[src/rtl/jtcontra_sdram_resp.sv]
// SDRAM slot-bus responder backed by a generic 16-bit synchronous memory.
// It serves 32-bit reads as two consecutive 16-bit word reads, absorbs byte
// writes during ROM download and schedules periodic refresh cycles.
// Optional build macro: JTCONTRA_SDRAM_STATS_EN adds the rd_cnt/ref_cnt
// saturating activity counters.
module jtcontra_sdram_resp #(
    parameter int AW         = 22,
    parameter int CL         = 2,
    parameter int REF_PERIOD = 384,
    parameter int REF_LEN    = 4
) (
    input  logic          clk,
    input  logic          rst,
    input  logic          sdram_req,
    input  logic [AW-1:0] sdram_addr,
    output logic          sdram_ack,
    output logic          data_rdy,
    output logic [31:0]   data_read,
    input  logic          refresh_en,
    input  logic          downloading,
    input  logic          prog_we,
    input  logic [AW-1:0] prog_addr,
    input  logic [7:0]    prog_data,
    input  logic [1:0]    prog_mask,
    output logic [AW-1:0] mem_addr,
    output logic          mem_rd,
    output logic          mem_wr,
    output logic [1:0]    mem_wmask,
    output logic [15:0]   mem_din,
    input  logic [15:0]   mem_dout,
    output logic          mem_ref
`ifdef JTCONTRA_SDRAM_STATS_EN
    ,
    output logic [15:0]   rd_cnt,
    output logic [15:0]   ref_cnt
`endif
);

    localparam int RCW = (REF_PERIOD > 1) ? $clog2(REF_PERIOD) : 1;
    localparam int LCW = $clog2(REF_LEN + 1);

    typedef enum logic [2:0] {IDLE, RD0, RD1, RWAIT, DONE, WR, REF} state_t;

    state_t         state;
    logic [3:0]     cyc;          // read cycle number, 1 in RD0
    logic [LCW-1:0] ref_left;     // REF cycles remaining after the current one
    logic [RCW-1:0] ref_timer;
    logic           ref_pending;
    logic           start_wr;
    logic           start_ref;
    logic           start_rd;

    // IDLE arbitration: download writes first, then refresh, then reads
    always_comb begin
        start_wr  = 1'b0;
        start_ref = 1'b0;
        start_rd  = 1'b0;
        if (state == IDLE) begin
            if (downloading && prog_we)
                start_wr = 1'b1;
            else if (ref_pending && refresh_en)
                start_ref = 1'b1;
            else if (sdram_req && !downloading)
                start_rd = 1'b1;
        end
    end

    // Free-running refresh timer; one pending refresh is remembered at most
    always_ff @(posedge clk or negedge rst) begin
        if (!rst) begin
            ref_timer   <= '0;
            ref_pending <= 1'b0;
        end else begin
            if (ref_timer == RCW'(REF_PERIOD - 1)) begin
                ref_timer   <= '0;
                ref_pending <= 1'b1;
            end else begin
                ref_timer <= ref_timer + 1'b1;
                if (start_ref)
                    ref_pending <= 1'b0;
            end
        end
    end

    // Main FSM; every memory/bus strobe is registered on the state transition
    always_ff @(posedge clk or negedge rst) begin
        if (!rst) begin
            state     <= IDLE;
            cyc       <= '0;
            ref_left  <= '0;
            sdram_ack <= 1'b0;
            data_rdy  <= 1'b0;
            mem_addr  <= '0;
            mem_rd    <= 1'b0;
            mem_wr    <= 1'b0;
            mem_wmask <= 2'b00;
            mem_din   <= '0;
            mem_ref   <= 1'b0;
        end else begin
            sdram_ack <= 1'b0;
            data_rdy  <= 1'b0;
            mem_rd    <= 1'b0;
            mem_wr    <= 1'b0;
            mem_wmask <= 2'b00;
            case (state)
                IDLE: begin
                    if (start_wr) begin
                        state     <= WR;
                        sdram_ack <= 1'b1;
                        mem_wr    <= 1'b1;
                        mem_addr  <= prog_addr;
                        mem_din   <= {prog_data, prog_data};
                        mem_wmask <= ~prog_mask;
                    end else if (start_ref) begin
                        state    <= REF;
                        mem_ref  <= 1'b1;
                        ref_left <= LCW'(REF_LEN - 1);
                    end else if (start_rd) begin
                        state     <= RD0;
                        sdram_ack <= 1'b1;
                        mem_rd    <= 1'b1;
                        mem_addr  <= sdram_addr;
                        cyc       <= 4'd1;
                    end
                end
                RD0: begin
                    state    <= RD1;
                    mem_rd   <= 1'b1;
                    mem_addr <= mem_addr + 1'b1;   // wraps at 2^AW
                    cyc      <= cyc + 1'b1;
                end
                RD1: begin
                    state <= RWAIT;
                    cyc   <= cyc + 1'b1;
                end
                RWAIT: begin
                    if (cyc == 4'(CL + 2)) begin
                        state    <= DONE;
                        data_rdy <= 1'b1;
                    end else begin
                        cyc <= cyc + 1'b1;
                    end
                end
                DONE: state <= IDLE;
                WR:   state <= IDLE;
                REF: begin
                    if (ref_left == '0) begin
                        mem_ref <= 1'b0;
                        state   <= IDLE;
                    end else begin
                        ref_left <= ref_left - 1'b1;
                    end
                end
                default: state <= IDLE;
            endcase
        end
    end

    // Capture the two returned words when they reach the end of the read latency
    always_ff @(posedge clk or negedge rst) begin
        if (!rst) begin
            data_read <= '0;
        end else begin
            if ((state == RD1 || state == RWAIT) && cyc == 4'(CL + 1))
                data_read[15:0] <= mem_dout;
            if (state == RWAIT && cyc == 4'(CL + 2))
                data_read[31:16] <= mem_dout;
        end
    end

`ifdef JTCONTRA_SDRAM_STATS_EN
    // Saturating counters of completed reads and refresh entries
    always_ff @(posedge clk or negedge rst) begin
        if (!rst) begin
            rd_cnt  <= '0;
            ref_cnt <= '0;
        end else begin
            if (data_rdy && rd_cnt != 16'hFFFF)
                rd_cnt <= rd_cnt + 1'b1;
            if (start_ref && ref_cnt != 16'hFFFF)
                ref_cnt <= ref_cnt + 1'b1;
        end
    end
`endif

endmodule

[config.mk]
export PLATFORM = sky130hd
export DESIGN_NAME = jtcontra_sdram_resp
export DESIGN_NICKNAME = d
export VERILOG_FILES = /design/src/rtl/jtcontra_sdram_resp.sv
export SDC_FILE = /design/constraint.sdc
export NUM_CORES = 1
export LEC_CHECK = 0
export BUFFER_PORTS_ARGS = -buffer_cell sky130_fd_sc_hd__buf_4
export CELL_PAD_IN_SITES_DETAIL_PLACEMENT = 1
export CELL_PAD_IN_SITES_GLOBAL_PLACEMENT = 2
export CORE_UTILIZATION = 30
export CTS_CLUSTER_DIAMETER = 50
export DETAILED_ROUTE_END_ITERATION = 6
export PLACE_DENSITY_LB_ADDON = 0.2
export RECOVER_POWER = 25
export SLEW_MARGIN = 20
export SYNTH_ARGS = -nofsm -noshare
export SYNTH_HDL_FRONTEND = slang
export SYNTH_SLANG_ARGS = --single-unit
[constraint.sdc]
create_clock -name clk -period 2.32 [get_ports clk]
set_input_delay 0.232 -clock clk [delete_from_list [all_inputs] [get_ports clk]]
set_output_delay 0.232 -clock clk [all_outputs]
set_load 0.01 [all_outputs]
==> flow_summary_export.csv <==
group,metric,value,unit
worst_setup_path,r2r-start,"ref_pending$_DFFE_PN0P_",
timing,max_freq,0.488,GHz
synthesis,synthTopCellsByArea,"dfrtp_1 (51%), mux2_2 (8.5%), nand2_1 (5.3%), nor2_1 (2.9%), a21oi_1 (2.4%)",
worst_setup_path,cp-start-kind,"register",
timing,min_period_over_period,88.3,%
worst_setup_path,crit_chain,"and2_1 -> or3b_4 -> a211o_1 -> or3_1 -> a21oi_1",
power,internal_power,0.00426,W
synthesis,synth_nets,507,
clock_network,post_cts_resized,0,
die,fp.dieH,123,µm
placed_design,placed_area,5780,µm²
route,routed_via_density,5.05,
worst_setup_path,crit_type,"reg -> reg",
timing,worst_slew_pin_slew,0.982,ns
cells_and_area,syn2layout_area_growth,36.5,%
clock_network,numCtsBuffers,9,
synthesis,synth_seq_cells,89,
clock_network,cts_root_buf,"clkbuf_16",
route,antenna_left,0,
worst_setup_path,r2r-end,"cyc[3]$_DFFE_PN0P_",
synthesis,synth_fa_ha_area_share,1.72,%
timing,fin_hold_ws,0.0283,ns
synthesis,synth-simple-area-share,17.8,%
synthesis,synth_largest_area_cell,"dfrtp_1",
global_route,grt_max_degree,53,
synthesis,netlist_area,4370,µm²
worst_hold_path,hold_path_end,"mem_wmask[0]$_DFF_PN0_",
die,start_util,31.1,%
synthesis,synthFlopType,"dfrtp_1",
worst_hold_path,hold_path.startpoint,"prog_mask[0]",
global_route,grt_overflow,0,
clock_network,post-cts-setup-buffer-count,0,
clock_network,cts_tree,"done",
worst_hold_path,hp-class,"in -> reg",
cells_and_area,antenna_cells,0,
synthesis,synth_mux_area_share,9.87,%
clock_network,clk_path_buf_depth,2,
clock_network,clk_pin_slew,0.07,ns
synthesis,synth.avg_cell_area,10.3,µm²
synthesis,synthTopCellsByCount,"dfrtp_1 (89), nand2_1 (62), nor2_1 (34)",
timing,finalSetupViolCount,0,
synthesis,yosys.cell_types.count,57,
timing,slew_headroom,34.6,%
run_status,status,"completed",
power,seqPwrFrac,40.3,%
timing,layout_min_cycle_time,2.05,ns
cells_and_area,final_area,5970,µm²
timing,finalHoldViolCount,0,
timing,rsz0062_at_grt,"false",
worst_setup_path,cp_max_fo,13,
power,p_leak,2.75,nW
synthesis,async_flop_share,100,%
placed_design,detailed_place_hpwl,9980,µm
placed_design,place.gp.congestion,0.860,
synthesis,synth-xor-area-share,1.20,%
clock_network,htreeDepth,3,
power,ir_drop,0.502,mV
route,vias,3886,
power,p_per_area,1130,nW/µm²
placed_design,portBuffers,152,
route,drc,0,
die,rows,43,
worst_setup_path,crit_path_top_delay_cell,"or3b_4",
cells_and_area,nets,667,
power,p_sw,0.00252,W
die,die_w,123,µm
power,p_comb_share,39.9,%
route,initialDrtViolationCount,121,
clock_network,holdBufCountCts,1,
synthesis,yosysWarnings,0,
synthesis,synth_most_common_cell,"dfrtp_1",
worst_setup_path,required,2.60,ns
global_route,antenna_found_initial,0,
route,wl_per_cell,17.3,µm
global_route,grt_usage,18.5,%
global_route,grt_pass1_wl,21200,µm
power,swShare,37.2,%
clock_network,cts_sinks,89,
worst_setup_path,ff2ff_path_depth,5,
synthesis,synth_cells,425,
timing,slew_violations,0,
synthesis,synth_top_family_by_area,"simple AND/OR/NAND/NOR gates",
clock_network,clk_latency,0.35,ns
route,wl,13300,µm
die,core,14000,µm²
worst_setup_path,end_kind,"register",
synthesis,synth_edf_count,0,
global_route,grt_pass1_vias,4196,
job,maxCapViolations,0,
synthesis,synth.top_cell.area_share,50.9,%
synthesis,synth_compound_area_share,14.8,%
worst_hold_path,hold_path_depth,2,
synthesis,ys_seq_area_share,50.9,%
worst_setup_path,critical_path_arrival,2.32,ns
timing,finClkSkew,0.00657,ns
cells_and_area,drive_gt1_share,35.6,%
die,design.die.area,15100,µm²
worst_setup_path,max_stage_delay,0.51,ns
worst_setup_path,r2r_setup_slack,0.27,ns
route,drt_pass1_iterations,4,
timing,tns,0,ns
die,io_pins,153,
power,clockPowerShare,19.7,%
power,p_total,0.00678,W
## area by class of cell
class | instances | area, µm²
Tap cell | 180 | 225
Inverter | 7 | 26.3
Clock inverter | 5 | 31.3
Multi-Input combinational cell | 303 | 1990
Timing Repair Buffer | 175 | 1240
Sequential cell | 89 | 2230
Fill cell | 1599 | 8070
Clock buffer | 11 | 233
## logic make-up (layout without fill, tap and decap cells)
group,count (synthesis),in the layout
AND/OR/NAND/NOR,160,160
XOR/XNOR,6,6
adder cells (fa/ha/maj),6,6
multiplexers,39,39
flip-flops,89,89
buffers and inverters,33,198
AO/OA/AOI/OAI,92,92
## how the worst max path moves through the flow
stage                                        from            endpoint  slack, ns  cells after the start
final                     ref_pending$_DFFE_PN0P_  cyc[3]$_DFFE_PN0P_       0.27                      5
after global routing      ref_pending$_DFFE_PN0P_  cyc[3]$_DFFE_PN0P_       0.16                      5
after CTS                 ref_pending$_DFFE_PN0P_  cyc[3]$_DFFE_PN0P_       0.26                      5
after detailed placement  ref_pending$_DFFE_PN0P_  cyc[3]$_DFFE_PN0P_       0.27                      5
after global placement    ref_pending$_DFFE_PN0P_  cyc[3]$_DFFE_PN0P_       0.32                      5
after floorplan           ref_pending$_DFFE_PN0P_  cyc[3]$_DFFE_PN0P_       0.48                      5
## layer usage
layer	wire length (µm)	track usage (%)	up-vias
li1	-	-	1852
met1	5640	22.9	1900
met2	6440	31.0	116
met3	995	4.46	18
met4	244	7.01	0
met5	0	0	-
## power groups by stage
stage	Combinational [W]	Clock (W)	Sequential, W
6_report	0.00271	0.00134	0.00273
4_1_cts	0.00288	0.00139	0.00275
2_1_floorplan	0.00129	0	0.00286
3_3_place_gp	0.00281	0	0.00272
5_1_grt	0.00298	0.00144	0.00284
3_5_place_dp	0.00287	0	0.00276
## per-stage QoR
stage | worst slack [ns] | util (%) | cells
final | 0.271 | 42.5 | 770
after global routing | 0.157 | 42.5 | 770
after CTS | 0.258 | 43.1 | 770
after detailed placement | 0.270 | 41.2 | 753
after global placement | 0.318 | 41.2 | 753
after floorplan | 0.476 | - | 425
## cell usage in the layout (no fill, tap or decap), types with 8 or more instances in the layout
cell type,synthesis,layout
a21oi_1,21,21
mux2_2,33,33
clkbuf_16,0,9
clkbuf_1,11,25
nor2_1,34,34
dfrtp_1,89,89
o21ai_0,16,16
nand2_1,62,62
buf_4,8,149
nor3_1,10,9
o22ai_1,8,8
nand3_1,15,15
## worst max-delay path, delay by kind of cell (launching register included)
| kind | cells | cell delay [ns] |
|---|---|---|
| and+or+nand+nor | 3 | 1.07 |
| AOI/OAI and AO/OA | 2 | 0.54 |
| DFF | 1 | 0.37 |
## registers in the layout, indices dropped and copies added, names as in the netlist, 2 cells and up
signal and cells:
mem_wmask 2, data_read 32, ref_timer 9, ref_left 3, state 3, mem_addr 22
mem_din 8, cyc 4
(Power assumes the default switching activity.)
